File: src/rtl/lsu_lsq_ooo_pkg.sv
// Shared encodings and defaults for the load/store queue.
// Optional build macro: LSQ_PERF_CNT_EN enables the retire/full performance counters.
package lsu_lsq_ooo_pkg;

  localparam logic [1:0] ST_FREE       = 2'd0;
  localparam logic [1:0] ST_WAIT_ISSUE = 2'd1;
  localparam logic [1:0] ST_WAIT_RESP  = 2'd2;
  localparam logic [1:0] ST_DONE       = 2'd3;

  localparam logic OP_LOAD  = 1'b0;
  localparam logic OP_STORE = 1'b1;

  localparam int LSQ_DEPTH     = 8;
  localparam int LSQ_XLEN      = 64;
  localparam int LSQ_ADDR_W    = 39;
  localparam int LSQ_ROB_IDX_W = 6;
  localparam int LSQ_PREG_W    = 6;
  localparam int LSQ_ECAUSE_W  = 4;

  function automatic logic [31:0] sat_inc32(input logic [31:0] v);
    return (&v) ? v : v + 32'd1;
  endfunction

endpackage

File: src/rtl/lsu_lsq_ooo_if.sv
// Dcache request/response channel between the load/store queue and the non-blocking dcache.
interface lsu_lsq_ooo_if #(
  parameter int DEPTH  = 8,
  parameter int XLEN   = 64,
  parameter int ADDR_W = 39
);
  localparam int TAG_W = $clog2(DEPTH);

  logic              req_valid;
  logic              req_ready;
  logic              req_opcode;
  logic              req_sign;
  logic [1:0]        req_size;
  logic [ADDR_W-1:0] req_addr;
  logic [XLEN-1:0]   req_data;
  logic [TAG_W-1:0]  req_tag;
  logic              resp_valid;
  logic [TAG_W-1:0]  resp_tag;
  logic [XLEN-1:0]   resp_data;
  logic              resp_ready;

  modport master (
    output req_valid, req_opcode, req_sign, req_size, req_addr, req_data, req_tag, resp_ready,
    input  req_ready, resp_valid, resp_tag, resp_data
  );

  modport slave (
    input  req_valid, req_opcode, req_sign, req_size, req_addr, req_data, req_tag, resp_ready,
    output req_ready, resp_valid, resp_tag, resp_data
  );

endinterface

File: src/rtl/lsu_lsq_ooo_entry_array.sv
// Per-entry storage and state registers of the load/store queue, with alloc, issue,
// response and retire write ports and read views at the issue and head slots.
module lsq_entry_array
  import lsu_lsq_ooo_pkg::*;
#(
  parameter int DEPTH     = LSQ_DEPTH,
  parameter int XLEN      = LSQ_XLEN,
  parameter int ADDR_W    = LSQ_ADDR_W,
  parameter int ROB_IDX_W = LSQ_ROB_IDX_W,
  parameter int PREG_W    = LSQ_PREG_W,
  parameter int ECAUSE_W  = LSQ_ECAUSE_W,
  parameter int TAG_W     = $clog2(DEPTH)
) (
  input  logic                       clk,
  input  logic                       rst,
  input  logic                       flush,
  input  logic                       alloc_en,
  input  logic [TAG_W-1:0]           alloc_idx,
  input  logic                       alloc_opcode,
  input  logic                       alloc_sign,
  input  logic [1:0]                 alloc_size,
  input  logic [ADDR_W-1:0]          alloc_addr,
  input  logic [XLEN-1:0]            alloc_data,
  input  logic [ROB_IDX_W-1:0]       alloc_rob,
  input  logic [PREG_W-1:0]          alloc_rd,
  input  logic                       alloc_exc,
  input  logic [ECAUSE_W-1:0]        alloc_ecause,
  input  logic                       issue_en,
  input  logic [TAG_W-1:0]           issue_idx,
  input  logic                       resp_en,
  input  logic [TAG_W-1:0]           resp_idx,
  input  logic [XLEN-1:0]            resp_data,
  input  logic                       retire_en,
  input  logic [TAG_W-1:0]           head_idx,
  output logic [DEPTH-1:0][1:0]      state,
  output logic                       iss_opcode,
  output logic                       iss_sign,
  output logic [1:0]                 iss_size,
  output logic [ADDR_W-1:0]          iss_addr,
  output logic [XLEN-1:0]            iss_data,
  output logic                       hd_opcode,
  output logic                       hd_exc,
  output logic [XLEN-1:0]            hd_data,
  output logic [ROB_IDX_W-1:0]       hd_rob,
  output logic [PREG_W-1:0]          hd_rd,
  output logic [ECAUSE_W-1:0]        hd_ecause
);

  logic [DEPTH-1:0][1:0] state_q;
  logic                  opcode_q [DEPTH];
  logic                  sign_q   [DEPTH];
  logic [1:0]            size_q   [DEPTH];
  logic [ADDR_W-1:0]     addr_q   [DEPTH];
  logic [XLEN-1:0]       data_q   [DEPTH];
  logic [ROB_IDX_W-1:0]  rob_q    [DEPTH];
  logic [PREG_W-1:0]     rd_q     [DEPTH];
  logic                  exc_q    [DEPTH];
  logic [ECAUSE_W-1:0]   ecause_q [DEPTH];

  // Each write port only ever targets a slot in one specific state, so at most one fires per slot.
  always_ff @(posedge clk or posedge rst) begin
    if (rst) begin
      state_q <= '0;
    end else begin
      for (int i = 0; i < DEPTH; i++) begin
        if (flush)
          state_q[i] <= ST_FREE;
        else if (alloc_en && alloc_idx == TAG_W'(i))
          state_q[i] <= alloc_exc ? ST_DONE : ST_WAIT_ISSUE;
        else if (issue_en && issue_idx == TAG_W'(i))
          state_q[i] <= (opcode_q[i] == OP_STORE) ? ST_DONE : ST_WAIT_RESP;
        else if (resp_en && resp_idx == TAG_W'(i))
          state_q[i] <= ST_DONE;
        else if (retire_en && head_idx == TAG_W'(i))
          state_q[i] <= ST_FREE;
      end
    end
  end

  // Payload needs no reset: it is only observed while the slot's state says it is live.
  always_ff @(posedge clk) begin
    for (int i = 0; i < DEPTH; i++) begin
      if (alloc_en && alloc_idx == TAG_W'(i)) begin
        opcode_q[i] <= alloc_opcode;
        sign_q[i]   <= alloc_sign;
        size_q[i]   <= alloc_size;
        addr_q[i]   <= alloc_addr;
        data_q[i]   <= alloc_data;
        rob_q[i]    <= alloc_rob;
        rd_q[i]     <= alloc_rd;
        exc_q[i]    <= alloc_exc;
        ecause_q[i] <= alloc_ecause;
      end else if (resp_en && resp_idx == TAG_W'(i)) begin
        data_q[i]   <= resp_data;
      end
    end
  end

  assign state      = state_q;
  assign iss_opcode = opcode_q[issue_idx];
  assign iss_sign   = sign_q[issue_idx];
  assign iss_size   = size_q[issue_idx];
  assign iss_addr   = addr_q[issue_idx];
  assign iss_data   = data_q[issue_idx];
  assign hd_opcode  = opcode_q[head_idx];
  assign hd_exc     = exc_q[head_idx];
  assign hd_data    = data_q[head_idx];
  assign hd_rob     = rob_q[head_idx];
  assign hd_rd      = rd_q[head_idx];
  assign hd_ecause  = ecause_q[head_idx];

endmodule

File: src/rtl/lsu_lsq_ooo.sv
// Load/store queue: in-order alloc and dcache issue, out-of-order load responses, in-order retire.
// Optional build macro: LSQ_PERF_CNT_EN adds perf_ld_cnt_o, perf_st_cnt_o and perf_full_cyc_o.
module lsu_lsq_ooo
  import lsu_lsq_ooo_pkg::*;
#(
  parameter int DEPTH     = LSQ_DEPTH,
  parameter int XLEN      = LSQ_XLEN,
  parameter int ADDR_W    = LSQ_ADDR_W,
  parameter int ROB_IDX_W = LSQ_ROB_IDX_W,
  parameter int PREG_W    = LSQ_PREG_W,
  parameter int ECAUSE_W  = LSQ_ECAUSE_W
) (
  input  logic                 clk,
  input  logic                 rst,
  input  logic                 flush,
  input  logic                 valid_i,
  output logic                 ready_o,
  input  logic                 opcode_i,
  input  logic [1:0]           size_i,
  input  logic                 sign_i,
  input  logic [ADDR_W-1:0]    addr_i,
  input  logic [XLEN-1:0]      data_i,
  input  logic [ROB_IDX_W-1:0] rob_index_i,
  input  logic [PREG_W-1:0]    rd_addr_i,
  input  logic                 exc_valid_i,
  input  logic [ECAUSE_W-1:0]  ecause_i,
  lsu_lsq_ooo_if.master        dc,
  output logic                 ls_done_o,
  output logic [ROB_IDX_W-1:0] rob_index_o,
  output logic                 load_data_valid_o,
  output logic [XLEN-1:0]      load_data_o,
  output logic [PREG_W-1:0]    rd_addr_o,
  output logic                 exception_valid_o,
  output logic [ECAUSE_W-1:0]  ecause_o
`ifdef LSQ_PERF_CNT_EN
  ,
  output logic [31:0]          perf_ld_cnt_o,
  output logic [31:0]          perf_st_cnt_o,
  output logic [31:0]          perf_full_cyc_o
`endif
);

  localparam int TAG_W = $clog2(DEPTH);
  localparam logic [TAG_W:0] PTR_ONE   = (TAG_W+1)'(1);
  localparam logic [TAG_W:0] DEPTH_CNT = (TAG_W+1)'(DEPTH);

  logic [TAG_W:0]         head_q, issue_q, tail_q;
  logic [TAG_W:0]         out_cnt_q, out_cnt_d;
  logic                   drain_q;
  logic [TAG_W-1:0]       head_idx, issue_idx, tail_idx;
  logic [DEPTH-1:0][1:0]  ent_state;
  logic [1:0]             issue_state;
  logic                   iss_opcode, iss_sign;
  logic [1:0]             iss_size;
  logic [ADDR_W-1:0]      iss_addr;
  logic [XLEN-1:0]        iss_data;
  logic                   hd_opcode, hd_exc;
  logic [XLEN-1:0]        hd_data;
  logic [ROB_IDX_W-1:0]   hd_rob;
  logic [PREG_W-1:0]      hd_rd;
  logic [ECAUSE_W-1:0]    hd_ecause;
  logic                   full, alloc_fire, issue_pend, req_fire, issue_skip;
  logic                   ld_fire, resp_hit, retire_fire, ret_ld, ret_exc;

  assign head_idx    = head_q[TAG_W-1:0];
  assign issue_idx   = issue_q[TAG_W-1:0];
  assign tail_idx    = tail_q[TAG_W-1:0];
  assign issue_state = ent_state[issue_idx];

  assign full       = (tail_q - head_q) == DEPTH_CNT;
  assign ready_o    = !full && !drain_q && !flush;
  assign alloc_fire = valid_i && ready_o;

  // The issue pointer trails tail; excepted entries it lands on are stepped over one per cycle.
  assign issue_pend    = issue_q != tail_q;
  assign dc.req_valid  = issue_pend && (issue_state == ST_WAIT_ISSUE) && !flush && !drain_q;
  assign req_fire      = dc.req_valid && dc.req_ready;
  assign issue_skip    = issue_pend && (issue_state == ST_DONE) && !flush;
  assign ld_fire       = req_fire && (iss_opcode == OP_LOAD);
  assign dc.req_opcode = iss_opcode;
  assign dc.req_sign   = iss_sign;
  assign dc.req_size   = iss_size;
  assign dc.req_addr   = iss_addr;
  assign dc.req_data   = iss_data;
  assign dc.req_tag    = issue_idx;
  assign dc.resp_ready = 1'b1;

  assign resp_hit    = dc.resp_valid && !drain_q && (ent_state[dc.resp_tag] == ST_WAIT_RESP);
  assign retire_fire = (head_q != tail_q) && (ent_state[head_idx] == ST_DONE) && !flush;
  assign ret_ld      = retire_fire && (hd_opcode == OP_LOAD) && !hd_exc;
  assign ret_exc     = retire_fire && hd_exc;

  lsq_entry_array #(
    .DEPTH(DEPTH), .XLEN(XLEN), .ADDR_W(ADDR_W), .ROB_IDX_W(ROB_IDX_W),
    .PREG_W(PREG_W), .ECAUSE_W(ECAUSE_W), .TAG_W(TAG_W)
  ) u_entries (
    .clk(clk), .rst(rst), .flush(flush),
    .alloc_en(alloc_fire), .alloc_idx(tail_idx), .alloc_opcode(opcode_i),
    .alloc_sign(sign_i), .alloc_size(size_i), .alloc_addr(addr_i), .alloc_data(data_i),
    .alloc_rob(rob_index_i), .alloc_rd(rd_addr_i), .alloc_exc(exc_valid_i),
    .alloc_ecause(ecause_i),
    .issue_en(req_fire), .issue_idx(issue_idx),
    .resp_en(resp_hit), .resp_idx(dc.resp_tag), .resp_data(dc.resp_data),
    .retire_en(retire_fire), .head_idx(head_idx),
    .state(ent_state),
    .iss_opcode(iss_opcode), .iss_sign(iss_sign), .iss_size(iss_size),
    .iss_addr(iss_addr), .iss_data(iss_data),
    .hd_opcode(hd_opcode), .hd_exc(hd_exc), .hd_data(hd_data), .hd_rob(hd_rob),
    .hd_rd(hd_rd), .hd_ecause(hd_ecause)
  );

  // Every response retires one outstanding load, including ones orphaned by a flush.
  always_comb begin
    out_cnt_d = out_cnt_q;
    unique case ({ld_fire, dc.resp_valid})
      2'b10:   out_cnt_d = out_cnt_q + PTR_ONE;
      2'b01:   out_cnt_d = (out_cnt_q == '0) ? out_cnt_q : out_cnt_q - PTR_ONE;
      default: out_cnt_d = out_cnt_q;
    endcase
  end

  always_ff @(posedge clk or posedge rst) begin
    if (rst) begin
      head_q    <= '0;
      issue_q   <= '0;
      tail_q    <= '0;
      out_cnt_q <= '0;
      drain_q   <= 1'b0;
    end else begin
      out_cnt_q <= out_cnt_d;
      if (flush) begin
        head_q  <= '0;
        issue_q <= '0;
        tail_q  <= '0;
        drain_q <= out_cnt_d != '0;
      end else begin
        if (alloc_fire)             tail_q  <= tail_q + PTR_ONE;
        if (req_fire || issue_skip) issue_q <= issue_q + PTR_ONE;
        if (retire_fire)            head_q  <= head_q + PTR_ONE;
        if (drain_q && out_cnt_d == '0) drain_q <= 1'b0;
      end
    end
  end

  // Retire stage: one-cycle pulse with the head entry's results, zero otherwise.
  always_ff @(posedge clk or posedge rst) begin
    if (rst) begin
      ls_done_o         <= 1'b0;
      rob_index_o       <= '0;
      load_data_valid_o <= 1'b0;
      load_data_o       <= '0;
      rd_addr_o         <= '0;
      exception_valid_o <= 1'b0;
      ecause_o          <= '0;
    end else begin
      ls_done_o         <= retire_fire;
      rob_index_o       <= retire_fire ? hd_rob : '0;
      load_data_valid_o <= ret_ld;
      load_data_o       <= ret_ld ? hd_data : '0;
      rd_addr_o         <= ret_ld ? hd_rd : '0;
      exception_valid_o <= ret_exc;
      ecause_o          <= ret_exc ? hd_ecause : '0;
    end
  end

`ifdef LSQ_PERF_CNT_EN
  always_ff @(posedge clk or posedge rst) begin
    if (rst) begin
      perf_ld_cnt_o   <= '0;
      perf_st_cnt_o   <= '0;
      perf_full_cyc_o <= '0;
    end else begin
      if (retire_fire && hd_opcode == OP_LOAD)  perf_ld_cnt_o   <= sat_inc32(perf_ld_cnt_o);
      if (retire_fire && hd_opcode == OP_STORE) perf_st_cnt_o   <= sat_inc32(perf_st_cnt_o);
      if (full && valid_i)                      perf_full_cyc_o <= sat_inc32(perf_full_cyc_o);
    end
  end
`endif

`ifndef SYNTHESIS
  a_resp_tag_waiting: assert property (@(posedge clk) disable iff (rst)
    (dc.resp_valid && !drain_q && !flush) |-> (ent_state[dc.resp_tag] == ST_WAIT_RESP));
`endif

endmodule

File: src/flat_wrapper.sv
// flat-port wrapper written by rule: the top's interface ports become plain ports
module lsu_lsq_ooo_flat import lsu_lsq_ooo_pkg::*;
#(
  parameter int DEPTH     = LSQ_DEPTH,
  parameter int XLEN      = LSQ_XLEN,
  parameter int ADDR_W    = LSQ_ADDR_W,
  parameter int ROB_IDX_W = LSQ_ROB_IDX_W,
  parameter int PREG_W    = LSQ_PREG_W,
  parameter int ECAUSE_W  = LSQ_ECAUSE_W
)
  (clk, rst, flush, valid_i, ready_o, opcode_i, size_i, sign_i, addr_i, data_i, rob_index_i, rd_addr_i, exc_valid_i, ecause_i, ls_done_o, rob_index_o, load_data_valid_o, load_data_o, rd_addr_o, exception_valid_o, ecause_o, dc_req_valid, dc_req_opcode, dc_req_sign, dc_req_size, dc_req_addr, dc_req_data, dc_req_tag, dc_resp_ready, dc_req_ready, dc_resp_valid, dc_resp_tag, dc_resp_data);
  lsu_lsq_ooo_if #(.DEPTH(DEPTH), .XLEN(XLEN), .ADDR_W(ADDR_W)) dc_i ();
  input  logic clk;
  input  logic rst;
  input  logic flush;
  input  logic valid_i;
  output logic ready_o;
  input  logic opcode_i;
  input  logic [1:0] size_i;
  input  logic sign_i;
  input  logic [ADDR_W-1:0] addr_i;
  input  logic [XLEN-1:0] data_i;
  input  logic [ROB_IDX_W-1:0] rob_index_i;
  input  logic [PREG_W-1:0] rd_addr_i;
  input  logic exc_valid_i;
  input  logic [ECAUSE_W-1:0] ecause_i;
  output logic ls_done_o;
  output logic [ROB_IDX_W-1:0] rob_index_o;
  output logic load_data_valid_o;
  output logic [XLEN-1:0] load_data_o;
  output logic [PREG_W-1:0] rd_addr_o;
  output logic exception_valid_o;
  output logic [ECAUSE_W-1:0] ecause_o;
  output wire logic [$bits(dc_i.req_valid)-1:0] dc_req_valid;
  output wire logic [$bits(dc_i.req_opcode)-1:0] dc_req_opcode;
  output wire logic [$bits(dc_i.req_sign)-1:0] dc_req_sign;
  output wire logic [$bits(dc_i.req_size)-1:0] dc_req_size;
  output wire logic [$bits(dc_i.req_addr)-1:0] dc_req_addr;
  output wire logic [$bits(dc_i.req_data)-1:0] dc_req_data;
  output wire logic [$bits(dc_i.req_tag)-1:0] dc_req_tag;
  output wire logic [$bits(dc_i.resp_ready)-1:0] dc_resp_ready;
  input wire logic [$bits(dc_i.req_ready)-1:0] dc_req_ready;
  input wire logic [$bits(dc_i.resp_valid)-1:0] dc_resp_valid;
  input wire logic [$bits(dc_i.resp_tag)-1:0] dc_resp_tag;
  input wire logic [$bits(dc_i.resp_data)-1:0] dc_resp_data;
  assign dc_req_valid = dc_i.req_valid;
  assign dc_req_opcode = dc_i.req_opcode;
  assign dc_req_sign = dc_i.req_sign;
  assign dc_req_size = dc_i.req_size;
  assign dc_req_addr = dc_i.req_addr;
  assign dc_req_data = dc_i.req_data;
  assign dc_req_tag = dc_i.req_tag;
  assign dc_resp_ready = dc_i.resp_ready;
  assign dc_i.req_ready = dc_req_ready;
  assign dc_i.resp_valid = dc_resp_valid;
  assign dc_i.resp_tag = dc_resp_tag;
  assign dc_i.resp_data = dc_resp_data;
  lsu_lsq_ooo #(.DEPTH(DEPTH), .XLEN(XLEN), .ADDR_W(ADDR_W), .ROB_IDX_W(ROB_IDX_W), .PREG_W(PREG_W), .ECAUSE_W(ECAUSE_W)) u_core (.clk(clk), .rst(rst), .flush(flush), .valid_i(valid_i), .ready_o(ready_o), .opcode_i(opcode_i), .size_i(size_i), .sign_i(sign_i), .addr_i(addr_i), .data_i(data_i), .rob_index_i(rob_index_i), .rd_addr_i(rd_addr_i), .exc_valid_i(exc_valid_i), .ecause_i(ecause_i), .dc(dc_i), .ls_done_o(ls_done_o), .rob_index_o(rob_index_o), .load_data_valid_o(load_data_valid_o), .load_data_o(load_data_o), .rd_addr_o(rd_addr_o), .exception_valid_o(exception_valid_o), .ecause_o(ecause_o));
endmodule
File: config.mk
export PLATFORM = sky130hd
export DESIGN_NAME = lsu_lsq_ooo_flat
export DESIGN_NICKNAME = d
export VERILOG_FILES = /design/src/rtl/lsu_lsq_ooo_pkg.sv /design/src/rtl/lsu_lsq_ooo_if.sv /design/src/rtl/lsu_lsq_ooo_entry_array.sv /design/src/rtl/lsu_lsq_ooo.sv /design/src/flat_wrapper.sv
export SDC_FILE = /design/constraint.sdc
export NUM_CORES = 2
export LEC_CHECK = 0
export ABC_AREA = 0
export BUFFER_PORTS_ARGS = -buffer_cell sky130_fd_sc_hd__buf_2
export CAP_MARGIN = 20
export CORE_UTILIZATION = 55
export DETAILED_ROUTE_END_ITERATION = 12
export HOLD_SLACK_MARGIN = 0.02
export PLACE_DENSITY = 0.77
export SKIP_LAST_GASP = 1
export SLEW_MARGIN = 30
export SYNTH_ARGS = -nofsm -noshare
export SYNTH_HDL_FRONTEND = slang
export SYNTH_SLANG_ARGS = --single-unit
File: constraint.sdc
create_clock -name clk -period 7 [get_ports clk]
set_input_delay 0 -clock clk [delete_from_list [all_inputs] [get_ports clk]]
set_output_delay 0 -clock clk [all_outputs]
set_load 0.05 [all_outputs]
==> run_results.csv <==
group,metric,value,unit
die,rows,112,
cts,postCtsResizedCells,0,
flow_run,drv_cap,0,
global_route,grt_antenna_before_repair,15,
critical_path,critPathLaunchType,"register",
synthesis,ys_async_sr_fraction,0.105,
global_route,overflow,0,
placed_design,gp_congestion,0.882,
layout,final_cells,5037,
critical_path,regToRegSetupSlack,1.17,ns
global_route,grt_max_degree,143,
timing,skew,0.0560,ns
critical_path,cp.arrival,6.25,ns
synthesis,synth_top_cells_by_area,"edfxtp_1, mux4_2, mux2_2",
die,core-area,93600,sq um
power,power_density,253,nW/um^2
routing,drc,0,
timing,finalHoldViolCount,0,
power,p_leak,21.6,nW
critical_path,r2r-end,"u_core.u_entries.data_q[0][60]",
routing,avgViaCountPerCell,6.37,
placed_design,dp_cells,4547,
synthesis,synth_area_leader_cell,"edfxtp_1",
synthesis,synth_edf_count,992,
cts,cts_sinks,1108,
timing,period_needed,5.83,ns
synthesis,syn_area,52100,sq um
synthesis,yosysWarnings,0,
cts,cts_tree,"yes",
layout,finalNetCount,3892,
hold_path,hold_path_end,"u_core.u_entries.addr_q[2][7]",
timing,relSlewSlack,0.284,
cts,cts.path.max_buffers,3,
synthesis,synth_cell_type_count,64,
layout,drive_gt1_frac,0.408,
die,pin_count,393,
cts,insertion_delay,0.73,ns
layout,fillCellCount,6319,
synthesis,synth-xor-area-share,0.00185,
layout,area_growth,19.0,%
timing,rsz0062_at_grt,"false",
synthesis,yosysTopAreaCellShare,0.572,
critical_path,ff2ff_path_depth,13,
timing,holdWs,0.0905,ns
synthesis,synth_top_family_by_area,"multiplexers",
cts,clockRootBuffer,"clkbuf_16",
layout,final_common_cell,"edfxtp_1",
hold_path,hold_path_depth,2,
synthesis,synth_fa_ha_area_frac,0.00601,
die,initial_core_util,0.556,
routing,ant_nets,0,
hold_path,hp-class,"input pin to register",
routing,firstDrtPassIters,7,
layout,layout_common_cells,"edfxtp_1, nand2_1, mux2_2",
cts,htree_levels,3,
timing,finalSetupViolCount,0,
routing,routedWlPerCell,28.7,um
placed_design,post-dp-hpwl,77500,um
critical_path,cp-end-kind,"register",
critical_path,critPathRequiredTime,7.42,ns
global_route,grtUsageTotal,0.303,
critical_path,crit_type,"register to register",
synthesis,synth_area_per_cell,17.1,sq um
routing,wirelength,144000,um
global_route,grt_pass1_vias,33301,
die,die_area,95900,sq um
timing,drv_slew,0,
cts,post-cts-setup-buffers,0,
placed_design,port_buffers,391,
synthesis,ys_seq_elements,1108,
timing,finalCritPeriodShare,0.834,
synthesis,yosysSeqAreaShare,0.628,
critical_path,cp_max_fo,41,
synthesis,syn_nets,3263,
power,peakVddDrop,225,uV
routing,drt_first_iter_violations,3444,
routing,dr_total_vias,32075,
timing,fmax,171,MHz
timing,worst_pin_slew,1.07,ns
global_route,grt_pass1_wl,212000,um
synthesis,synth-simple-area-share,0.0483,
synthesis,yosys_most_used_dff,"edfxtp_1",
die,fp.dieH,310,um
synthesis,muxShareOfSynthArea,0.278,
critical_path,reg2reg_from,"u_core.head_q[2]",
die,dieWidth,310,um
cts,clkTransAtPathRegs,0.07,ns
synthesis,netlist_instances,3041,
synthesis,synth_compound_area_frac,0.0174,
run_status,outcome,"completed",
hold_path,min_from,"addr_i[7]",
cts,numCtsBuffers,112,
-- synthesized netlist by cell type, types with 3 or more instances --
cell      instances
buf_4            10
ha_1             25
nand2b_1          3
a21o_1            3
a22oi_1           7
clkbuf_1         88
xor2_1            3
nor4_1            5
nor3_1            7
nor3b_1           4
nand2_1         497
mux2_2          490
or2_2             3
mux2_1           28
o21ai_0           9
a211oi_1          7
buf_1            25
a31oi_1           3
nor2b_1          10
nand4b_1          7
mux4_2          380
mux2i_1          10
a311oi_1          3
inv_1            31
buf_6             6
buf_2            71
nor2_2            3
a21oi_1          90
edfxtp_1        992
xnor2_1           8
a221oi_1          4
nand3_1          14
or3_1             3
nor2_1           31
o31ai_1           6
nand4_1           5
dfrtp_1         116
-- routing by layer --
layer  track usage  part of all wire  vias to the layer above
li1              -                 -                    13339
met1         0.398              0.38                    16592
met2         0.505              0.51                     1845
met3        0.0596             0.090                      289
met4         0.105             0.029                       10
met5             0           0.00046                        -
-- cell families after synthesis --
logic type / Yosys count
DFF: 1108
and+or+nand+nor: 606
AOI/OAI and AO/OA: 148
buffers and inverters: 234
other: 1
xor gates and xnor gates: 11
adders and majority gates: 25
muxes: 908
-- area by class of cell --
type,count,area (sq um),share of cell area
inverters,34,140,0.00226
diodes,13,32.5,0.000525
clock inverters,73,832,0.0134
flip-flops and latches,1108,32700,0.528
repair buffers,715,5190,0.0838
clock buffers,141,3020,0.0488
well taps,1254,1570,0.0253
multi-input cells,1699,18500,0.298
-- flip-flops by register name, indices dropped and copies added, names as in the netlist, 16 cells and up --
signal,flops
u_core.u_entries.rob_q,48
u_core.u_entries.state,16
u_core.u_entries.addr_q,312
u_core.u_entries.size_q,16
u_core.u_entries.rd_q,48
u_core.u_entries.data_q,512
u_core.load_data_o,64
u_core.u_entries.ecause_q,32
-- timing repair --
action,4_1_cts,5_1_grt
hold buffers,263,0
endpoints found under the hold margin,1091,0
endpoints found under the setup margin,0,0
-- per-stage QoR --
stage | TNS, ns | utilization | area, sq um | setup slack [ns] | power, mW
after floorplan | -45.70 | - | 52100 | -0.292 | 8.85
after global placement | 0 | 0.591 | 55300 | 1.84 | 9.35
after detailed placement | 0 | 0.592 | 55400 | 1.78 | 9.39
after CTS | 0 | 0.662 | 61900 | 1.23 | 15.7
after global routing | 0 | 0.662 | 62000 | 0.941 | 16.1
final | 0 | 0.662 | 62000 | 1.17 | 15.7
-- critical path: stages (launching register included) --
cell and delay (ns):
dfrtp_4 0.95, inv_4 0.32, ha_1 0.44, a21oi_1 0.19
a21oi_1 0.16, o41ai_4 0.79, buf_4 0.36, nor2_1 0.08
nand2_1 0.14, inv_2 0.07, nor2_4 0.69, buf_12 0.36
mux2_1 0.36, dlygate4sd3_1 0.57
-- worst max-delay path by stage --
stage          slack [ns]                              to        startpoint  depth (start not counted)
4_1_cts              1.23  u_core.u_entries.data_q[0][18]  u_core.head_q[2]                         13
5_1_grt              0.94  u_core.u_entries.data_q[0][19]  u_core.head_q[2]                         13
3_3_place_gp         1.84  u_core.u_entries.data_q[0][23]  u_core.head_q[2]                         12
6_report             1.17  u_core.u_entries.data_q[0][60]  u_core.head_q[2]                         13
2_1_floorplan       -0.29   u_core.u_entries.data_q[1][0]  u_core.head_q[2]                          8
3_5_place_dp         1.78  u_core.u_entries.data_q[0][21]  u_core.head_q[2]                         12
-- where the power goes --
part	leakage, nW	total, mW	internal (mW)	switching, mW
sequential	10.5	7.57	7.46	0.110
clock	1.89	6.26	3.63	2.63
combinational	9.15	1.84	0.710	1.13
No activity file was read; power rests on OpenSTA's default activity.
